<file path="src/rtl/sc_mul_normalize.sv">
// sc_mul_normalize
// Post-processing for the stochastic-computing FP32 multiplier. Takes the
// ones-count of the 255-cycle AND-bitstream plus the original operands,
// renormalises the 8-bit mantissa count, forms and range-checks the exponent,
// resolves IEEE special cases and returns a packed FP32 product (7-bit
// truncated mantissa, low 16 bits zero) through a valid/ready handshake.
//
// The count represents p = count/256 with (1.ma)(1.mb) = 4p, so a count of
// 64 is a product of exactly 1.0. Normalisation shifts left until bit 6 or 7
// is set. Bit 7 means the product is in [2,4) and bumps the exponent.

module sc_mul_normalize (
    input  logic        clk,
    input  logic        rst,
    input  logic        in_valid,
    output logic        in_ready,
    input  logic [31:0] a,
    input  logic [31:0] b,
    input  logic [7:0]  count,
    output logic        out_valid,
    input  logic        out_ready,
    output logic [31:0] p_out
);

    typedef enum logic [1:0] {
        IDLE = 2'd0,
        NORM = 2'd1,
        PACK = 2'd2,
        OUT  = 2'd3
    } state_t;

    state_t state;
    state_t state_nx;

    // Captured operands without their sign bits; the product sign is kept separately.
    logic [30:0]       a_mag;
    logic [30:0]       b_mag;
    logic [7:0]        m;
    logic              sign;
    logic signed [9:0] e;
    logic [31:0]       p_reg;

    logic              special;
    logic              norm_stop;

    // Biased exponent sum: ea + eb - 127, wide enough for 254+254-127+1.
    function automatic logic signed [9:0] exp_sum(input logic [7:0] ea,
                                                  input logic [7:0] eb);
        logic signed [9:0] sum;
        sum = $signed({2'b00, ea}) + $signed({2'b00, eb}) - 10'sd127;
        return sum;
    endfunction

    // Special-case resolution, mantissa extraction and exponent saturation.
    function automatic logic [31:0] pack_result(input logic [30:0]       fa,
                                                input logic [30:0]       fb,
                                                input logic              s,
                                                input logic signed [9:0] ex,
                                                input logic [7:0]        mm);
        logic [31:0]       res;
        logic              a_inf;
        logic              b_inf;
        logic              a_zero;
        logic              b_zero;
        logic              a_nan;
        logic              b_nan;
        logic signed [9:0] e_adj;
        logic [6:0]        mant;

        a_inf  = (fa[30:23] == 8'hFF);
        b_inf  = (fb[30:23] == 8'hFF);
        a_zero = (fa[30:23] == 8'h00);
        b_zero = (fb[30:23] == 8'h00);
        a_nan  = a_inf && (fa[22:0] != 23'd0);
        b_nan  = b_inf && (fb[22:0] != 23'd0);

        if (mm[7]) begin
            e_adj = ex + 10'sd1;
            mant  = mm[6:0];
        end else begin
            e_adj = ex;
            mant  = {mm[5:0], 1'b0};
        end

        if (a_nan || b_nan || (a_inf && b_zero) || (b_inf && a_zero)) begin
            res = 32'h7FC0_0000;
        end else if (a_inf || b_inf) begin
            res = {s, 8'hFF, 23'd0};
        end else if (a_zero || b_zero || (mm == 8'd0)) begin
            res = {s, 31'd0};
        end else if (e_adj >= 10'sd255) begin
            res = {s, 8'hFF, 23'd0};
        end else if (e_adj <= 10'sd0) begin
            res = {s, 31'd0};
        end else begin
            res = {s, e_adj[7:0], mant, 16'd0};
        end
        return res;
    endfunction

    // Decide when normalisation is finished and flag operands that bypass it.
    always_comb begin
        special   = 1'b0;
        norm_stop = 1'b0;
        special   = (a_mag[30:23] == 8'hFF) || (a_mag[30:23] == 8'h00) ||
                    (b_mag[30:23] == 8'hFF) || (b_mag[30:23] == 8'h00);
        norm_stop = special || (m == 8'd0) || m[7] || m[6];
    end

    // State register.
    always_ff @(posedge clk) begin
        if (rst) begin
            state <= IDLE;
        end else begin
            state <= state_nx;
        end
    end

    // Next-state logic and handshake outputs.
    always_comb begin
        state_nx  = state;
        in_ready  = 1'b0;
        out_valid = 1'b0;
        p_out     = p_reg;
        case (state)
            IDLE: begin
                in_ready = 1'b1;
                if (in_valid) begin
                    state_nx = NORM;
                end
            end
            NORM: begin
                if (norm_stop) begin
                    state_nx = PACK;
                end
            end
            PACK: begin
                state_nx = OUT;
            end
            OUT: begin
                out_valid = 1'b1;
                if (out_ready) begin
                    state_nx = IDLE;
                end
            end
            default: begin
                state_nx = IDLE;
            end
        endcase
    end

    // Operand capture, normalisation shifts and result register.
    always_ff @(posedge clk) begin
        if (rst) begin
            a_mag <= '0;
            b_mag <= '0;
            m     <= '0;
            sign  <= 1'b0;
            e     <= '0;
            p_reg <= '0;
        end else begin
            case (state)
                IDLE: begin
                    if (in_valid) begin
                        a_mag <= a[30:0];
                        b_mag <= b[30:0];
                        m     <= count;
                        sign  <= a[31] ^ b[31];
                        e     <= exp_sum(a[30:23], b[30:23]);
                    end
                end
                NORM: begin
                    if (!norm_stop) begin
                        m <= {m[6:0], 1'b0};
                        e <= e - 10'sd1;
                    end
                end
                PACK: begin
                    p_reg <= pack_result(a_mag, b_mag, sign, e, m);
                end
                OUT: begin
                    // Clear on handshake so p_out reads zero outside OUT.
                    if (out_ready) begin
                        p_reg <= '0;
                    end
                end
                default: begin
                    p_reg <= '0;
                end
            endcase
        end
    end

endmodule

</file>
<file path="config.mk">
export PLATFORM = sky130hd
export DESIGN_NAME = sc_mul_normalize
export DESIGN_NICKNAME = d
export VERILOG_FILES = /design/src/rtl/sc_mul_normalize.sv
export SDC_FILE = /design/constraint.sdc
export NUM_CORES = 1
export LEC_CHECK = 0
export CAP_MARGIN = 40
export CORE_MARGIN = 4
export CORE_UTILIZATION = 48
export CTS_BUF_LIST = sky130_fd_sc_hd__clkbuf_2
export CTS_CLUSTER_SIZE = 14
export DETAILED_ROUTE_END_ITERATION = 6
export PLACE_DENSITY = 0.79
export SLEW_MARGIN = 20
export SYNTH_ARGS = -nofsm -noshare
export SYNTH_HDL_FRONTEND = slang
export SYNTH_SLANG_ARGS = --single-unit
</file>
<file path="constraint.sdc">
create_clock -name clk -period 2.65 [get_ports clk]
set_input_delay 0.6625 -clock clk [delete_from_list [all_inputs] [get_ports clk]]
set_output_delay 0.6625 -clock clk [all_outputs]
set_load 0.03 [all_outputs]
</file>
* Yosys cells after proc, flatten, opt, wreduce, memory -nomap -nowiden
Cells that the tools add are included.
Operators by class: add/sub/neg operators 4, magnitude comparators 2, equal/unequal tests 9, muxes and demuxes 23, bitwise logic cells 1, reductions and logical operators 28
Operators with widths (number):
- $mux W31 | 4
- $mux W32 | 2
- $pmux W32 S2 | 1
- $mux W10 | 5
- $reduce_bool A23 Y1 | 2
- $logic_not A8 Y1 | 3
- $pmux W10 S2 | 1
- $eq A8 B8 Y1 const B | 2
- $mux W8 | 2
- $pmux W8 S2 | 1
- $logic_or A1 B1 Y1 | 12
- $add A10 B2 Y10 const B | 1
- $ge A10 B9 Y1 const B | 1
- $le A10 B1 Y1 const B | 1
- $sub A10 B2 Y10 const B | 1
- $sub A9 B7 Y10 const B | 1
- $add A8 B8 Y9 | 1
- $ne A2 B2 Y1 const B | 4
- $pmux W2 S4 | 1
- $mux W7 | 1
- $mux W2 | 3
- $reduce_and A3 Y1 | 2
- $eq A2 B2 Y1 const B | 2
- $logic_and A1 B1 Y1 | 4
- 6 further kinds | 9
Storage, ports and cells: flip-flop bits (word level) 115, bits of input ports 76, output and inout port bits 34, word-level logic and storage cells 74

* Longest topological paths before layout
depth in word-level cells 11, depth in mapped cells 11, gate-level depth less buffers 11

* Worst setup path after synthesis
Ideal clock, no wire load.
path type input port to flip-flop, start input port a[25], end register e[8], library setup time 0.091 ns, data arrival time 2.658 ns, data required time 2.559 ns, setup slack -0.099 ns, stages 8, buffers on the path 0, path through ha_1 > ha_1 > a211oi_1 > nor2_1 > o21a_1 > o21a_1 > or4_1 > a311oi_1
On the way: cells in the longest elaborated chain, start to end 4
RTL lines:
- start, declared | line 17 | input logic [31:0] a,
- $add A8 B8 Y9 | line 50 | sum = $signed({2'b00, ea}) + $signed({2'b00, eb}) - 10'sd127;
- $sub A9 B7 Y10 | line 50
- $mux W10 | line 164 | if (in_valid) begin
- $pmux W10 S2 | line 162 | case (state)
- end signal, assigned | line 169 | e <= exp_sum(a[30:23], b[30:23]);
- end signal, assigned | line 175 | e <= e - 10'sd1;
- end, declared | line 40 | logic signed [9:0] e;
No other way between the ends. The select of a mux whose other input is x is not followed. A chain may end at the register's enable or synchronous reset.

* Worst setup path after layout
start register state[0], end output port in_ready
On the way: cells in the longest elaborated chain, start to end 2
RTL lines:
- start, declared | line 32 | state_t state;
- start signal, assigned | line 115 | state <= state_nx;
- $logic_not A2 Y1 | line 125 | case (state)
- $mux W1 | line 125
- end, declared | line 16 | output logic in_ready,
No other way between the ends.

==> impl_results.md <==
* Post-Synth XOR/XNOR Area at 2.34%
* Initial antenna violation count at 0
* Detailed Place HPWL at 10.7 mm
* Met3 wire length at 802 um
* Metal-1 WL at 6.06 mm
* Register share of total power at 37.4%
* Post-synth ARST share at 0%
* Initial drt markers at 345
* Reg2Reg Depth at 6
* Cts bufs inserted at 9
* Root Buffer: clkbuf_2
* Cts hold-fix bufs at 0
* ANT cells at 0
* Critical Path RT at 1.99 ns
* Routed Antenna Nets at 0
* Final hold vios at 0
* IO Port Bufs at 93
* Psw at 2.53 mW
* Setup CP Type: reg2out
* Min-delay worst type: in2reg
* FF+latch count, synth at 99
* I/O Pins at 110
* Slowest cell on crit path: dlygate4sd2_1
* Die Span Y at 113 um
* Crit-path cells: inv_1 > ha_1 > dlygate4sd2_1
* Power Total at 5.76 mW
* Adder-cell share of the synthesized area at 5.39%
* Sequential share of the synthesized area at 37.8%
* Nets at 862
* Rows at 37
* CP startpoint kind: flop
* Critical Path Max Stage Delay at 0.45 ns
* Reg-to-reg endpoint: e[4]
* Top sig layer: met4
* DP Worst Slack at -0.540 ns
* Library cells used by synthesis at 60
* Max VDD drop at 0.409 mV
* Final cell count without fillers at 905
* Logic gate share of total power at 47.8%
* RSZ-0062 raised after global routing: no
* Clk slew on worst S/H paths at 0.29 ns
* WHS at 0.364 ns
* Final period utilization at 95.2%
* Vias at 5067
* CTS tree: yes
* Post-route setup slack at 0.127 ns
* Endpoint type of the worst setup path: output pin
* Post-synthesis cell area at 5250 um^2
* Die Wd at 113 um
* Area contributors post-synth: dfxtp_1, nand2_1, a21oi_1
* Area of the die at 12700 um^2
* Via density at 5.60
* Hold Crit Start: rst
* Compound-Gate Fraction of Synth Area at 19.4%
* Sw Share at 43.9%
* Synth top area share at 37.8%
* Total gr overflow at 0
* Area leader, netlist: dfxtp_1
* Routed length per instance at 15.3 um
* Clk pwr share at 14.8%
* Flop2flop setup slack at 0.21 ns
* Outcome: complete, no violations
* # Max-Cap Violations at 0
* # fillers at 946
* Vias in the first global route at 4899
* Largest net degree at the start of global routing at 67
* First-pass GRT wire length at 22.8 mm
* Gpl congestion at 0.868
* PD cells at 884 nW/um^2
* 1st-pass router iterations at 5
* Layout cells sized above 1 at 8.58%
* Simple-Gate Fraction of Synth Area at 25.2%
* Worst hold path stage count at 2
* Final WL at 13.9 mm
* Worst-Skew Late Latency at 0.63 ns
* Core Area at 10500 um^2
* Total global-route track usage at 21.7%
* CP arrival at 1.86 ns
* Count of pins over their slew limit at 0
* CP top delay family: buffers and inverters
* Initial Util at 49.9%
* F_max at 396 MHz
* Portion of netlist area occupied by mux cells at 2.67%
* Internal power at 3.23 mW
* Synthesis-to-layout area growth at 24.2%
* Avg Cell Area, Syn at 7.75 um^2
* TritonCTS sink count at 99
* Post-synth EDFFs at 0
* CTS Buffer Depth at 2
* Worst Path Max Fanout at 6
* Met2 WL at 6.64 mm
* DRC Markers at 0
* H-tree Lvls at 3
* Gate Count Post-Synth at 677
* Final Critical Period at 2.52 ns
* Worst r2r src: m[7]
* Cells after DPL at 889
* Clock Skews at 0.0402 ns
* Hold worst-path end: m[7]
* Syn. warnings at 0
* Final setup viols at 0
* Top FF cell, synth: dfxtp_1
* Largest family of logic cells by synthesized area: simple AND/OR/NAND/NOR gates
* Tightest Pin Transition at 0.660 ns
* Slew headroom at 55.6%
* Leakage at 2.45 nW
* WP buf/inv at 2
==> repair_timing <==
action,4_1_cts,5_1_grt
pin swaps,0,1
resized for setup,2,2
setup buffers,0,0
setup endpoints to repair,2,1
==> area by class of cell <==
class	count	area, um^2	share of cell area, %
Sequential cell	99	1980	30.4
Clock buffer	9	45.0	0.691
Inverter	16	60.1	0.921
Clock inverter	7	97.6	1.50
Multi-Input combinational cell	514	3000	46.0
Tap cell	136	170	2.61
Timing Repair Buffer	124	1170	17.9
==> cells in the final DEF (no fill, tap or decap), types with 11 or more instances in the layout <==
master,count
nand4_1,11
nor3_1,13
ha_1,17
a211oi_1,13
a21oi_1,89
nand2_1,149
inv_1,16
nor2_1,33
buf_4,30
nor4_1,16
o21ai_0,19
conb_1,16
dfxtp_1,99
mux2i_1,14
clkdlybuf4s50_1,90
==> cell families (layout without fill, tap and decap cells) <==
kind of cell | Yosys count | in the layout
multiplexers | 14 | 14
other | 1 | 16
flip-flops | 99 | 99
buffers and inverters | 79 | 156
XOR/XNOR | 14 | 14
AND/OR/NAND/NOR | 278 | 278
adder cells (fa/ha/maj) | 22 | 22
AO/OA/AOI/OAI | 170 | 170
==> per-layer routing <==
metal | track usage [%] | vias to the layer above
li1 | - | 2531
met1 | 27.9 | 2323
met2 | 35.7 | 183
met3 | 3.77 | 30
met4 | 9.38 | 0
met5 | 0 | -
==> synth_stat cells (all sizes together) (4+ instances only) <==
master,count
a211oi,14
a21o,4
a21oi,90
and2,9
and3,6
and4,5
buf,33
clkbuf,30
dfxtp,99
ha,21
inv,16
mux2i,14
nand2,150
nand3,10
nand4,12
nand4b,5
nor2,33
nor2b,5
nor3,13
nor4,17
o211ai,6
o21ai,23
o31ai,5
or3,4
or4,4
xnor2,7
xor2,7
==> worst max path at each step <==
stage,start,depth (start not counted),slack (ns),end
6_report,state[0],3,0.13,in_ready
5_1_grt,state[0],3,0.009,in_ready
4_1_cts,state[0],3,0.09,in_ready
3_5_place_dp,b[24],9,-0.54,e[8]
3_3_place_gp,a[25],9,-0.46,e[8]
2_1_floorplan,a[26],8,0.05,e[8]
==> stage by stage <==
stage / utilization, % / TNS [ns] / area (um^2)
2_1_floorplan: - / 0 / 5350
3_3_place_gp: 60.7 / -1.97 / 6380
3_5_place_dp: 60.7 / -2.52 / 6380
4_1_cts: 62.0 / 0 / 6520
5_1_grt: 62.0 / 0 / 6520
6_report: 62.0 / 0 / 6520
==> flip-flops by register name, indices dropped and copies added, names as in the netlist <==
name,cells
e,10
a_mag,31
state,2
p_out,16
sign,1
m,8
b_mag,31
==> power groups by stage <==
| stage | combinational (mW) | clock (mW) | sequential (mW) |
|---|---|---|---|
| after floorplan | 2.03 | 0 | 2.04 |
| after global placement | 2.68 | 0 | 2.17 |
| after detailed placement | 2.73 | 0 | 2.18 |
| after CTS | 2.73 | 0.865 | 2.15 |
| after global routing | 3.03 | 0.921 | 2.21 |
| final | 2.75 | 0.853 | 2.16 |
Power figures use the tool's default switching activity.
